### src/rtl/hls_fp16_to_fp32_pkg.sv
// Shared types and defaults for the fp16-to-fp32 output channel skid buffer.
package hls_fp16_to_fp32_pkg;

  localparam int unsigned DW_DEF = 32;
  localparam int unsigned CW_DEF = 16;

  typedef enum logic [1:0] {
    EMPTY = 2'd0,
    ONE   = 2'd1,
    FULL  = 2'd2
  } skid_state_e;

endpackage

### src/rtl/hls_fp16_to_fp32_chn_o_stall_cnt.sv
// Saturating count of cycles where the output channel is valid but not accepted.
module hls_fp16_to_fp32_chn_o_stall_cnt
  import hls_fp16_to_fp32_pkg::*;
#(
  parameter int unsigned CW = CW_DEF
) (
  input  logic          nvdla_core_clk,
  input  logic          nvdla_core_rstn,
  input  logic          perf_clr,
  input  logic          stall,
  output logic [CW-1:0] perf_stall_cnt
);

  // Clear wins over increment; the count sticks at all-ones.
  always_ff @(posedge nvdla_core_clk or negedge nvdla_core_rstn) begin
    if (!nvdla_core_rstn) begin
      perf_stall_cnt <= '0;
    end else if (perf_clr) begin
      perf_stall_cnt <= '0;
    end else if (stall && (perf_stall_cnt != {CW{1'b1}})) begin
      perf_stall_cnt <= perf_stall_cnt + CW'(1);
    end
  end

endmodule

### src/rtl/hls_fp16_to_fp32_chn_o_skid.sv
// Two-entry skid FIFO between the core output wait-control stage and the downstream channel.
// Optional stall counter enabled by defining HLS_FP16_TO_FP32_CHN_O_STALL_CNT_EN.
module hls_fp16_to_fp32_chn_o_skid
  import hls_fp16_to_fp32_pkg::*;
#(
  parameter int unsigned DW = DW_DEF,
  parameter int unsigned CW = CW_DEF
) (
  input  logic          nvdla_core_clk,
  input  logic          nvdla_core_rstn,
  input  logic          chn_o_rsci_ld_core_sct,
  input  logic [DW-1:0] chn_o_rsci_d,
  output logic          chn_o_rsci_vd,
  output logic          chn_o_pvld,
  input  logic          chn_o_prdy,
`ifdef HLS_FP16_TO_FP32_CHN_O_STALL_CNT_EN
  input  logic          perf_clr,
  output logic [CW-1:0] perf_stall_cnt,
`endif
  output logic [DW-1:0] chn_o_pd
);

  if ((DW == 0) || (CW == 0)) begin : g_bad_param
    $error("hls_fp16_to_fp32_chn_o_skid: DW and CW must be non-zero");
  end

  skid_state_e   state_q, state_d;
  logic [DW-1:0] head_q, head_d;
  logic [DW-1:0] skid_q, skid_d;
  logic          pvld_q, vd_q;
  logic          push, pop;

  assign push          = chn_o_rsci_ld_core_sct & vd_q;
  assign pop           = pvld_q & chn_o_prdy;
  assign chn_o_pvld    = pvld_q;
  assign chn_o_rsci_vd = vd_q;
  assign chn_o_pd      = head_q;

  // Next state and data movement; a strobe while FULL is dropped since push needs vd.
  always_comb begin
    state_d = state_q;
    head_d  = head_q;
    skid_d  = skid_q;
    case (state_q)
      EMPTY: begin
        if (push) begin
          state_d = ONE;
          head_d  = chn_o_rsci_d;
        end
      end
      ONE: begin
        if (push && !pop) begin
          state_d = FULL;
          skid_d  = chn_o_rsci_d;
        end else if (!push && pop) begin
          state_d = EMPTY;
        end else if (push && pop) begin
          head_d  = chn_o_rsci_d;
        end
      end
      FULL: begin
        if (pop) begin
          state_d = ONE;
          head_d  = skid_q;
        end
      end
      default: state_d = EMPTY;
    endcase
  end

  // Flags are flopped from the next state so vd has no path from prdy.
  always_ff @(posedge nvdla_core_clk or negedge nvdla_core_rstn) begin
    if (!nvdla_core_rstn) begin
      state_q <= EMPTY;
      head_q  <= '0;
      skid_q  <= '0;
      pvld_q  <= 1'b0;
      vd_q    <= 1'b1;
    end else begin
      state_q <= state_d;
      head_q  <= head_d;
      skid_q  <= skid_d;
      pvld_q  <= (state_d != EMPTY);
      vd_q    <= (state_d != FULL);
    end
  end

`ifdef HLS_FP16_TO_FP32_CHN_O_STALL_CNT_EN
  hls_fp16_to_fp32_chn_o_stall_cnt #(
    .CW(CW)
  ) u_stall_cnt (
    .nvdla_core_clk (nvdla_core_clk),
    .nvdla_core_rstn(nvdla_core_rstn),
    .perf_clr       (perf_clr),
    .stall          (pvld_q & ~chn_o_prdy),
    .perf_stall_cnt (perf_stall_cnt)
  );
`endif

endmodule

### config.mk
export PLATFORM = sky130hd
export DESIGN_NAME = hls_fp16_to_fp32_chn_o_skid
export DESIGN_NICKNAME = d
export VERILOG_FILES = /design/src/rtl/hls_fp16_to_fp32_pkg.sv /design/src/rtl/hls_fp16_to_fp32_chn_o_stall_cnt.sv /design/src/rtl/hls_fp16_to_fp32_chn_o_skid.sv
export SDC_FILE = /design/constraint.sdc
export NUM_CORES = 1
export LEC_CHECK = 0
export BUFFER_PORTS_ARGS = -buffer_cell sky130_fd_sc_hd__buf_2
export CORE_MARGIN = 2
export CORE_UTILIZATION = 55
export CTS_CLUSTER_DIAMETER = 200
export DETAILED_ROUTE_END_ITERATION = 12
export GPL_TIMING_DRIVEN = 1
export PLACE_DENSITY = 0.79
export SYNTH_ARGS = -nofsm -noshare
export SYNTH_HDL_FRONTEND = slang
export SYNTH_SLANG_ARGS = --single-unit
### constraint.sdc
create_clock -name nvdla_core_clk -period 2.64 [get_ports nvdla_core_clk]
set_clock_uncertainty 0.05 [all_clocks]
set_input_delay 0.264 -clock nvdla_core_clk [delete_from_list [all_inputs] [get_ports nvdla_core_clk]]
set_output_delay 0.264 -clock nvdla_core_clk [all_outputs]
set_load 0.01 [all_outputs]
After elaboration in Yosys (flattened, before gate mapping):

Cells that the tools add are included.

* bits of input ports: 36
* output and inout bits: 34
* bits in registers: 68
* logic and storage cells: 36

* bitwise gates (word level): 2
* equality and inequality tests: 8
* reductions and logical operators: 10
* multiplexer cells: 11

Operators by type and width (number)
* 32-bit 2-to-1 mux: 5
* 32-bit one-hot mux with 3 select lines: 1
* 2-bit inequality test (second input constant): 6
* 2-bit 2-to-1 mux: 4
* 2-bit one-hot mux with 3 select lines: 1
* 6-bit AND reduction: 1
* 1-bit logical AND: 3
* 3-bit nonzero test: 1
* 1-bit bitwise AND: 2
* 2-bit by 1-bit == test with 1-bit output (second input constant): 1
* 2-bit == test (second input constant): 1
* 1-bit zero test: 2
* 2-bit zero test: 1
* 2-bit AND reduction: 1
* 2-bit nonzero test: 1

Depth between registers and ports, before layout:

Gate-level depths: netlist of run 1.

* word-level depth: 7
* depth in mapped cells: 5
* depth with buffers taken out: 3

Least setup slack after synthesis of run 1:

OpenSTA, ideal clock, no wires.

* kind: register to register
* start: reg vd_q, in the netlist chn_o_rsci_vd
* end: reg head_q[20], in the netlist chn_o_pd[20]
* path buffers: 1
* path slack: 0.905 ns
* clock period less this slack: 1.735 ns
* stages on the path, launching flop included: 5
* arrival: 1.560 ns
* library setup time: 0.125 ns
* data required time: 2.465 ns
* cell sequence: dfstp_2 -> nand2_1 -> o32ai_4 -> buf_6 -> mux2_2

* cells in the longest elaborated chain, start to end: 5
* elaborated cells on any way between the ends: 10
* those cells by class: 4 x eq/ne; 1 x bitwise; 5 x reduce/logical

Ends and longest elaborated chain
* start, declared: line hls_fp16_to_fp32_chn_o_skid.sv:30 `logic pvld_q, vd_q;`
* start signal, assigned: line hls_fp16_to_fp32_chn_o_skid.sv:84 `vd_q <= (state_d != FULL);`
* 1-bit bitwise AND *: line hls_fp16_to_fp32_chn_o_skid.sv:33 `assign push = chn_o_rsci_ld_core_sct & vd_q;`
* 1-bit zero test: line hls_fp16_to_fp32_chn_o_skid.sv:55 `end else if (!push && pop) begin`
* 1-bit logical AND: line hls_fp16_to_fp32_chn_o_skid.sv:55
* 2-bit inequality test (no line)
* 6-bit AND reduction (no line) *
* end signal, assigned: line hls_fp16_to_fp32_chn_o_skid.sv:75 `head_q <= '0;`
* end signal, assigned: line hls_fp16_to_fp32_chn_o_skid.sv:81 `head_q <= head_d;`
* end, declared: line hls_fp16_to_fp32_chn_o_skid.sv:28 `logic [DW-1:0] head_q, head_d;`

Every way passes the cells marked *; elsewhere a longest branch is shown, timed or not.
A chain may end at the register's enable or synchronous reset.

Worst setup path in the final report of run 1:

* start: reg state_q[1]
* end: reg head_q[11], in the netlist chn_o_pd[11]

* cells in the longest elaborated chain, start to end: 3
* elaborated cells on any way between the ends: 11
* those cells by class: 7 x eq/ne; 1 x mux; 3 x reduce/logical

Ends and longest elaborated chain
* start, declared: line hls_fp16_to_fp32_chn_o_skid.sv:27 `skid_state_e state_q, state_d;`
* start signal, assigned: line hls_fp16_to_fp32_chn_o_skid.sv:80 `state_q <= state_d;`
* 2-bit by 1-bit == test with 1-bit output, or another cell as far along: line hls_fp16_to_fp32_chn_o_skid.sv:44 `case (state_q)`
* 2-bit inequality test (no line) / 3-bit nonzero test (equally long branches)
* 6-bit AND reduction (no line)

Several ways; a longest one is shown, not always the timed one.

==> summary.md, run 1 <==
| Metric | Value |
|---|---|
| DPL Wire Length | `3630 um` |
| Die H | `around 78 um` |
| Relative slew slack | `a little under three fifths` |
| Area grow syn2layout | `20.5%` |
| WL/cell | `15.4 um` |
| Pwr Total | `4360 uW` |
| Metal3 WL | `around 300 um` |
| Area share of the largest cell type after synthesis | `55.0%` |
| Worst-path clk slew | `0.07 ns` |
| Share of cells above drive strength 1 | `70.0%` |
| Pleak | `~0.0017 uW` |
| Synth Net Count | `about 230` |
| GRT Residual Overflow | `0` |
| Sink Count | `68` |
| Setup-failing EPs final | `0` |
| First-pass GRT wire length | `roughly 9000 um` |
| Setup TNS | `0 ns` |
| Most common cell on crit path | `mux2_2` |
| CP max FO | `26` |
| RSZ-0062 raised after global routing | `no` |
| #FFs+latches synth | `between 60 and 70` |
| Antenna Cells | `0` |
| Slew Limit Fails | `0` |
| Cells after DPL | `328` |
| Synthesis warning total | `0` |
| Crit Path Category | `register to register` |
| H-tree depth | `3` |
| Mean Syn Cell Area | `16.0 um2` |
| Unique masters post-synth | `18` |
| CTS tree | `built` |
| # rows | `27` |
| Total CTS buffers | `9` |
| Setup crit end kind | `register` |
| Critical path's largest stage delay | `0.49 ns` |
| Sequential area share after synthesis | `55.8%` |
| Core area | `approximately 5400 um2` |
| Period utilization | `70.4%` |
| Top Metal Used | `met4` |
| GRT Util Overall | `19.5%` |
| GP Congestion | `0.719` |
| Final net count | `304` |
| F_max | `538 MHz` |
| # resized after CTS | `0` |
| Post-Synthesis Cells | `191` |
| Largest net degree at the start of global routing | `between 40 and 50` |
| Worst-skew pair later-pin latency | `0.34 ns` |
| Critical path arrival | `~2.0 ns` |
| Post-route ant nets | `0` |
| Largest cells by area after synthesis | `dfrtp_1 55%, mux2_2 32%, mux2_4 4.9%` |
| Yosys top cell by area | `dfrtp_1` |
| DR WL met2 | `about 2400 um` |
| Critical-path cell list | `nor2b_4, buf_12, mux2_2, mux2_2` |
| Remaining DRCs | `0` |
| Final Hold Violating Endpoints | `0` |
| Max Root-Sink Buffers | `2` |
| Startpoint types | `register` |
| Vias in the first global route | `1874` |
| Antenna violations before repair | `0` |
| M1 WL | `around 2500 um` |
| Vias per cell | `5.21` |
| First-pass DRT Iterations | `4` |
| DR vias | `1798` |
| Non-filler instance count after layout | `345` |
| Clock Root Buffer | `clkbuf_8` |
| Routed wire length | `5310 um` |
| # port buffers | `just under 70` |
| CP max-delay cell | `dfrtp_1` |
| Max cap viols | `0` |
| Cell area power density | `about 1200 nW/um2` |
| Crit path max-delay family | `multiplexers` |
| Min-delay worst type | `input pin to register` |
| WP buf/inv | `1` |
| Starting Density | `between 50% and 60%` |
| Worst hold margin | `0.115 ns` |
| Final min period | `roughly 1.9 ns` |
| IO Pins | `70` |
| Die ar. | `6160 um2` |
| Final design utilization | `67.5%` |
| Number of DRC markers in iteration 0 | `72` |
| Slew @ Worst Pin | `0.671 ns` |
| Critical Path RT | `2.81 ns` |
| Mapped cell area | `3050 um2` |
| Die outline width | `78.5 um` |
| VDD IR max | `0.695 mV` |
| Status | `finished clean` |
## timing repair
action	4_1_cts	5_1_grt
hold endpoints to repair	27	0
setup buffers	0	0
hold buffers	1	0
## cells in the mapped netlist
library cell,n
and4_1,1
dfrtp_1,67
o21ai_0,1
o22ai_1,1
a21oi_1,4
mux2_4,10
buf_4,3
a21boi_2,1
nor2b_1,1
o32ai_4,1
a21o_1,1
nand2b_1,1
and3b_2,1
dfstp_2,1
a31oi_1,1
buf_6,7
mux2_2,86
nand2_1,3
## per-stage QoR
| stage | cell area (um2) | setup WS, ns |
|---|---|---|
| after floorplan | 3050 | 0.905 |
| after global placement | 3460 | 0.817 |
| after detailed placement | 3460 | 0.778 |
| after CTS | 3670 | 0.783 |
| after global routing | 3670 | 0.721 |
| final | 3670 | 0.780 |
## layer usage
layer,global-route usage (%),up-vias
li1,-,840
met1,26.5,904
met2,29.1,47
met3,5.52,7
met4,9.47,0
met5,0,-
## flip-flops by register name (all words and copies together), names as in the netlist
| name | count |
|---|---|
| chn_o_pvld | 1 |
| skid_q | 32 |
| chn_o_pd | 32 |
| chn_o_rsci_vd | 1 |
| state_q | 2 |
## cells in the final DEF, fill, tap and decap left out, drive strengths merged, types with 2 or more instances in the layout
cell type  synthesis  final
mux2              96     96
buf               10     75
dfrtp             67     67
clkbuf             0     12
a21oi              4      4
nand2              3      3
clkinv             0      2
## final timing paths
kind                                     startpoint                        to  slack, ns  cells past startpoint
min in group asynchronous           nvdla_core_rstn    skid_q[26]$_DFFE_PN0P_       0.45                      2
min reg2reg                chn_o_pd[25]$_DFFE_PN0P_  chn_o_pd[25]$_DFFE_PN0P_       0.45                      1
max in group asynchronous           nvdla_core_rstn  chn_o_pd[16]$_DFFE_PN0P_       1.44                      3
min                                chn_o_rsci_d[21]    skid_q[21]$_DFFE_PN0P_       0.11                      2
max                            state_q[1]$_DFF_PN0_  chn_o_pd[11]$_DFFE_PN0P_       0.78                      4
max reg2reg                    state_q[1]$_DFF_PN0_  chn_o_pd[11]$_DFFE_PN0P_       0.78                      4
## worst register-to-register path, stage by stage (launching register included)
cell and delay, ns:
dfrtp_1 0.49, nor2b_4 0.33, buf_12 0.24, mux2_2 0.37
mux2_2 0.27
## cell families (layout without fill, tap and decap cells)
family / count (synthesis) / in the layout / share of synthesized area [%]
AOI/OAI and AO/OA: 10 / 10 / 2.75
buffers and inverters: 10 / 92 / 3.32
DFF: 68 / 68 / 55.8
muxes: 96 / 96 / 36.7
and+or+nand+nor: 7 / 7 / 1.40
## layout make-up
type	instances	area, um2
clock buffer	12	155
clock inverter	4	47.5
fill	386	1770
multi-input combinational	113	1250
sequential	68	1700
tap	72	90.1
timing repair buffer	76	425
## where the power goes
part | leakage (uW) | internal, uW | switching (uW)
Combinational | 0.000771 | 975 | 658
Clock | 0.000102 | 485 | 374
Sequential | 0.000803 | 1580 | 288
Total | 0.00168 | 3040 | 1320
Power figures use the tool's default switching activity.
==> inputs of run 2 (changes only) <==
ABC_AREA = 1   (was unset)
CORE_UTILIZATION = 49   (was 55)
PLACE_DENSITY = 0.74   (was 0.79)
clock period = 1.7 ns   (was 2.64 ns; I/O delays follow)
==> run 2 against run 1 <==
Combinational power grew 100%. Synthesized area grew 2.8%. Global-route usage grew 2.4 points. Power grew 74%. Cell count grew 63%. Register-to-register slack lost 0.63 ns. Routed wire length grew 34%. First-iteration DRC count grew to 2.9 times the previous value. Die area grew 15%. Sequential share of layout area shrank 2.7 points. Largest power group is now combinational logic. Highest routed layer unchanged.
==> summary.md, run 2 <==
| Metric | Value |
|---|---|
| Status | `finished clean (unchanged)` |
| Number of DRC markers in iteration 0 | `208 (was 72)` |
| Setup crit end kind | `register (unchanged)` |
| Met1 GRT Util | `29.2% (was 26.5%)` |
| Antenna Cells | `0 (unchanged)` |
| VDD IR max | `0.984 mV (was 0.695 mV)` |
| WP buf/inv | `2 (was 1)` |
| Dpl ws | `0.119 ns (was 0.778 ns)` |
| # port buffers | `69 (unchanged)` |
| Routed wire length | `7110 um (was 5310 um)` |
| Most frequent cell after synthesis | `nand2_1 (was mux2_2)` |
| Sink Count | `68 (unchanged)` |
| PnR worst setup slack | `0.149 ns (was 0.780 ns)` |
| Share of cells above drive strength 1 | `21.6% (was 70.0%)` |
| F_max | `645 MHz (was 538 MHz)` |
| Commonest cells post-synth | `229 x nand2_1, 67 x dfrtp_1, 65 x nand3_1, 12 x buf_2, 6 x clkbuf_1 (was 86 x mux2_2, 67 x dfrtp_1, 10 x mux2_4, 7 x buf_6, 4 x a21oi_1)` |
| Vias per cell | `4.93 (was 5.21)` |
| Pleak | `0.00224 uW (was 0.00168 uW)` |
| Yosys top cell by area | `dfrtp_1 (unchanged)` |
| Critical path's largest stage delay | `0.48 ns (was 0.49 ns)` |
| Synth async-reset ratio | `100% (unchanged)` |
| Post-Synthesis Cells | `400 (was 191)` |
| Antenna violations before repair | `0 (unchanged)` |
| Commonest non-fill, non-tap cell in the layout | `nand2_1 (was mux2_2)` |
| GR Util met3 | `3.36% (was 5.52%)` |
| Relative slew slack | `64.4% (was 55.3%)` |
| Sequential area share after synthesis | `54.3% (was 55.8%)` |
| First-pass GRT wire length | `12400 um (was 9110 um)` |
| Cell area power density | `1940 nW/um2 (was 1190 nW/um2)` |
| Largest cells by area after synthesis | `dfrtp_1 53%, nand2_1 27%, nand3_1 10% (was dfrtp_1 55%, mux2_2 32%, mux2_4 4.9%)` |
| Ys flop type | `dfrtp_1 (unchanged)` |
| Non-filler instance count after layout | `563 (was 345)` |
| CTS tree | `built (unchanged)` |
| Starting Density | `50.0% (was 56.1%)` |
| DPL Wire Length | `4550 um (was 3630 um)` |
| Mapped cell area | `3140 um2 (was 3050 um2)` |
| Setup TNS | `0 ns (unchanged)` |
| RSZ-0062 raised after global routing | `no (unchanged)` |
| Area share of the largest cell type after synthesis | `53.5% (was 55.0%)` |
| Synthesis warning total | `0 (unchanged)` |
| Max Root-Sink Buffers | `2 (unchanged)` |
| Min-delay worst type | `input pin to register (unchanged)` |
| Core area | `6280 um2 (was 5440 um2)` |
| Total CTS buffers | `9 (unchanged)` |
| Area grow syn2layout | `24.3% (was 20.5%)` |
| Largest net degree at the start of global routing | `69 (was 41)` |
| Synth Net Count | `436 (was 227)` |
| Commonest cells after routing, fill and taps aside | `229 x nand2_1, 69 x buf_2, 67 x dfrtp_1 (was 86 x mux2_2, 69 x buf_2, 67 x dfrtp_1)` |
| Worst-path clk slew | `0.07 ns (about the same)` |
| H-tree depth | `3 (unchanged)` |
| DR vias | `2777 (was 1798)` |
| CP max FO | `32 (was 26)` |
| Final min period | `1.55 ns (was 1.86 ns)` |
| Slew @ Worst Pin | `0.533 ns (was 0.671 ns)` |
| GRT busiest layer | `met2 (unchanged)` |
| Filler instances | `567 (was 386)` |
| Slew Limit Fails | `0 (unchanged)` |
| Final Hold Violating Endpoints | `0 (unchanged)` |
| # rows | `29 (was 27)` |
| Post-route ant nets | `0 (unchanged)` |
| Clock Root Buffer | `clkbuf_8 (unchanged)` |
| Met2 Resource Use GR | `35.1% (was 29.1%)` |
| GRT Util Overall | `22.0% (was 19.5%)` |
| Design area | `3900 um2 (was 3670 um2)` |
| Cells after DPL | `532 (was 328)` |
| EDFF count, synth | `0 (unchanged)` |
| Critical Path RT | `1.88 ns (was 2.81 ns)` |
| Crit Path Category | `register to register (unchanged)` |
| Worst-skew pair later-pin latency | `0.34 ns (about the same)` |
| Post-CTS setup buffer count | `0 (unchanged)` |
| IO Pins | `70 (unchanged)` |
| Vias in the first global route | `2680 (was 1874)` |
| Mean Syn Cell Area | `7.84 um2 (was 16.0 um2)` |
| Period utilization | `91.3% (was 70.4%)` |
| Startpoint types | `register (unchanged)` |
| CP max-delay cell | `dfrtp_1 (unchanged)` |
| Critical-path cell list | `inv_2, nand3_2, nor2_4, inv_2, nand2_1, nand2_1 (was nor2b_4, buf_12, mux2_2, mux2_2)` |
| Remaining DRCs | `0 (unchanged)` |
| Critical path arrival | `1.73 ns (was 2.03 ns)` |
| GRT Residual Overflow | `0 (unchanged)` |
| First-pass DRT Iterations | `4 (unchanged)` |
| Crit path max-delay family | `simple AND/OR/NAND/NOR gates (was multiplexers)` |
| WL/cell | `12.6 um (was 15.4 um)` |
| Die outline width | `84.0 um (was 78.5 um)` |
| Setup-failing EPs final | `0 (unchanged)` |
| Die H | `84.0 um (was 78.5 um)` |
| Max cap viols | `0 (unchanged)` |
| Die ar. | `7060 um2 (was 6160 um2)` |
| Final net count | `517 (was 304)` |
| GP Congestion | `0.835 (was 0.719)` |
| Unique masters post-synth | `15 (was 18)` |
| #FFs+latches synth | `68 (unchanged)` |
| DP Area | `3520 um2 (was 3460 um2)` |
## run 2: changes by cell type after synthesis, sizes merged, moves of 2 or more
cell | previous run | this run
clkbuf | 0 | 6
mux2 | 96 | 0
nor2 | 0 | 2
nand2 | 3 | 232
nand3 | 0 | 66
a21oi | 4 | 0
buf | 10 | 19
inv | 0 | 6
## run 2: kinds of logic (layout without fill, tap and decap cells)
family | Yosys count | count (layout) | synth area share [%]
AOI/OAI and AO/OA | 1 | 1 | 0.519
buffers and inverters | 31 | 117 | 5.51
DFF | 68 | 68 | 54.3
and+or+nand+nor | 300 | 300 | 39.7
## run 2: layout make-up
cell class	count	area, um2	share of cell area [%]
Multi-Input combinational cell	301	1270	32.6
Clock inverter	5	75.1	1.93
Sequential cell	68	1700	43.7
Timing Repair Buffer	95	591	15.2
Clock buffer	11	141	3.63
Tap cell	77	96.3	2.47
Inverter	6	22.5	0.578
## run 2: per-layer routing
layer	vias up	wire, um
li1	1417	-
met1	1273	3230
met2	76	3400
met3	11	348
met4	0	125
met5	-	0
## run 2: where the power goes
part	internal (uW)	switching [uW]	total, uW
Combinational	1160	2110	3270
Sequential	2410	411	2830
Clock	859	608	1470
## run 2: tightest hold or removal path, stage by stage
cell	delay, ns
buf_2	0.09
nand2_1	0.05
nand2_1	0.06
## run 2: repair_timing
item / CTS / global route
hold buffers: 15 / 0
gates resized for setup: 0 / 1
endpoints found under the setup margin: 0 / 16
endpoints found under the hold margin: 81 / 0
## run 2: worst paths after layout
| path | from | endpoint | slack (ns) | depth (start not counted) |
|---|---|---|---|---|
| max | state_q[1]$_DFF_PN0_ | skid_q[5]$_DFFE_PN0P_ | 0.15 | 6 |
| min | chn_o_rsci_d[7] | skid_q[7]$_DFFE_PN0P_ | 0.008 | 3 |
| max reg2reg | state_q[1]$_DFF_PN0_ | skid_q[5]$_DFFE_PN0P_ | 0.15 | 6 |
| min reg2reg | skid_q[9]$_DFFE_PN0P_ | skid_q[9]$_DFFE_PN0P_ | 0.42 | 2 |
| max in group asynchronous | nvdla_core_rstn | chn_o_rsci_vd$_DFF_PN1_ | 0.95 | 3 |
| min in group asynchronous | nvdla_core_rstn | chn_o_pd[2]$_DFFE_PN0P_ | 0.33 | 3 |
## run 2: metrics by stage
step           hold WS [ns]  utilization, %  power, uW
2_1_floorplan        -0.176               -       5140
3_3_place_gp          0.169            56.1       6020
3_5_place_dp          0.167            56.1       6090
4_1_cts            0.000494            61.9       7600
5_1_grt             0.00397            62.1       8210
6_report            0.00758            62.1       7570
==> inputs of run 3 (changes only) <==
CORE_MARGIN = 3   (was 2)
==> run 3 against run 2 <==
Register-to-register slack improved by 0.06 ns. Sequential power about the same. Worst hold slack improved by 0.0040 ns. Non-clock buffer count down 4. Highest routed layer unchanged. Global-route usage is 0.51 points higher. Power is 1.7% lower. Largest cell class unchanged.
==> summary.md, run 3 (synthesized netlist as in run 2, its figures left out) <==
| Metric | Value |
|---|---|
| Max cap viols | `0 (unchanged)` |
| VDD IR max | `0.984 mV (about the same)` |
| Clock Root Buffer | `clkbuf_8 (unchanged)` |
| Slew @ Worst Pin | `0.549 ns (was 0.533 ns)` |
| Design area | `3820 um2 (was 3900 um2)` |
| Worst Setup SP | `state_q[1]$_DFF_PN0_ (unchanged)` |
| Comb pwr share | `44.0% (was 43.3%)` |
| Dpl ws | `0.208 ns (was 0.119 ns)` |
| Die outline width | `86.0 um (was 84.0 um)` |
| DR WL met2 | `3470 um (was 3400 um)` |
| Period utilization | `87.7% (was 91.3%)` |
| Worst-skew pair later-pin latency | `0.33 ns (was 0.34 ns)` |
| Remaining DRCs | `0 (unchanged)` |
| Post-route ant nets | `0 (unchanged)` |
| Share of cells above drive strength 1 | `21.4% (was 21.6%)` |
| F_max | `671 MHz (was 645 MHz)` |
| Switching pwr | `3120 uW (was 3130 uW)` |
| Routed wire length | `7460 um (was 7110 um)` |
| Status | `finished clean (unchanged)` |
| Metal3 WL | `475 um (was 348 um)` |
| # rows | `28 (was 29)` |
| P_int | `4320 uW (was 4430 uW)` |
| Die H | `86.0 um (was 84.0 um)` |
| Setup-failing EPs final | `0 (unchanged)` |
| Commonest cells after routing, fill and taps aside | `229 x nand2_1, 69 x buf_2, 67 x dfrtp_1 (unchanged)` |
| PnR worst setup slack | `0.209 ns (was 0.149 ns)` |
| Min-delay worst type | `input pin to register (unchanged)` |
| Total CTS buffers | `9 (unchanged)` |
| WL/cell | `13.4 um (was 12.6 um)` |
| CP max FO | `32 (unchanged)` |
| Top Metal Used | `met4 (unchanged)` |
| IO Pins | `70 (unchanged)` |
| Setup TNS | `0 ns (unchanged)` |
| RSZ-0062 raised after global routing | `no (unchanged)` |
| Setup crit end kind | `register (unchanged)` |
| Worst-path clk slew | `0.07 ns (about the same)` |
| Largest net degree at the start of global routing | `36 (was 69)` |
| Core area | `6060 um2 (was 6280 um2)` |
| Seq pwr share | `38.3% (was 37.4%)` |
| Number of DRC markers in iteration 0 | `228 (was 208)` |
| Final Hold Violating Endpoints | `0 (unchanged)` |
| Reg-to-Reg Start | `state_q[1]$_DFF_PN0_ (unchanged)` |
| Post-CTS setup buffer count | `0 (unchanged)` |
| Cells after DPL | `531 (was 532)` |
| Relative slew slack | `63.3% (was 64.4%)` |
| # resized after CTS | `0 (unchanged)` |
| HP Start | `chn_o_rsci_d[13] (was chn_o_rsci_d[7])` |
| Startpoint types | `register (unchanged)` |
| Final net count | `513 (was 517)` |
| Critical Path RT | `1.92 ns (was 1.88 ns)` |
| Critical path arrival | `1.71 ns (was 1.73 ns)` |
| Vias per cell | `5.05 (was 4.93)` |
| Commonest non-fill, non-tap cell in the layout | `nand2_1 (unchanged)` |
| Non-filler instance count after layout | `557 (was 563)` |
| Crit Path Category | `register to register (unchanged)` |
| Starting Density | `51.7% (was 50.0%)` |
| Final min period | `1.49 ns (was 1.55 ns)` |
| Die ar. | `7400 um2 (was 7060 um2)` |
| Sink Count | `68 (unchanged)` |
| GRT Residual Overflow | `0 (unchanged)` |
| Filler instances | `540 (was 567)` |
| First-pass GRT wire length | `13100 um (was 12400 um)` |
| Slew Limit Fails | `0 (unchanged)` |
| # port buffers | `69 (unchanged)` |
| Antenna violations before repair | `0 (unchanged)` |
| Switching Share | `41.9% (was 41.4%)` |
| DPL Wire Length | `4940 um (was 4550 um)` |
| First-pass DRT Iterations | `4 (unchanged)` |
| H-tree depth | `3 (unchanged)` |
| M1 WL | `3360 um (was 3230 um)` |
| Vias in the first global route | `2903 (was 2680)` |
| Cell area power density | `1950 nW/um2 (was 1940 nW/um2)` |
| Antenna Cells | `0 (unchanged)` |
| Post-CTS Hold Buffers | `10 (was 15)` |
| DP Area | `3530 um2 (was 3520 um2)` |
| Area grow syn2layout | `21.9% (was 24.3%)` |
| Max Root-Sink Buffers | `2 (unchanged)` |
| Pleak | `0.00221 uW (was 0.00224 uW)` |
| DR vias | `2815 (was 2777)` |
| CTS tree | `built (unchanged)` |
| GP Congestion | `0.827 (was 0.835)` |
| GRT Util Overall | `22.5% (was 22.0%)` |
| Clk pwr share | `17.7% (was 19.4%)` |
[run 3: cell count changes in the layout (fill, tap and decap cells not counted), sizes merged]
cell,change
buf,+1
bufinv,-1
clkbuf,+4
clkinv,-3
dlygate4sd3,-5
[run 3: per-layer routing]
layer	global-route usage, %	up-vias
li1	-	1399
met1	28.7	1315
met2	36.9	88
met3	4.23	13
met4	10.6	0
met5	0	-
[run 3: worst max-delay path, stage by stage, from the launching register on]
cell     delay (ns)
dfrtp_1        0.52
inv_2          0.07
nand3_2        0.12
nor2_4         0.05
inv_2          0.41
nand2_1        0.12
nand2_1        0.08
[run 3: power groups by stage]
stage	clock [uW]	combinational [uW]	sequential, uW
after global routing	1440	3750	2940
final	1320	3270	2850
after detailed placement	0	3290	2870
after floorplan	0	2160	2980
after global placement	0	3220	2850
after CTS	1350	3320	2850
[run 3: worst paths after layout]
path	to	slack [ns]	cells after the start
max in group asynchronous	chn_o_rsci_vd$_DFF_PN1_	0.73	3
max	skid_q[19]$_DFFE_PN0P_	0.21	6
min in group asynchronous	skid_q[2]$_DFFE_PN0P_	0.27	2
min reg2reg	chn_o_pd[4]$_DFFE_PN0P_	0.42	2
max reg2reg	skid_q[19]$_DFFE_PN0P_	0.21	6
min	skid_q[13]$_DFFE_PN0P_	0.01	3
[run 3: through the flow]
step	util [%]	hold WS, ns	power [uW]
2_1_floorplan	-	-0.176	5140
3_3_place_gp	58.2	0.0949	6070
3_5_place_dp	58.2	0.0909	6150
4_1_cts	63.1	0.000128	7520
5_1_grt	63.1	0.00835	8130
6_report	63.1	0.0116	7440
[run 3: final cells by class]
cell class	count	area [um2]	area share [%]
clock buffer	15	166	4.35
clock inverter	1	30.0	0.785
inverter	6	22.5	0.589
multi-input combinational	301	1260	33.0
sequential	68	1700	44.5
tap	75	93.8	2.45
timing repair buffer	91	548	14.3
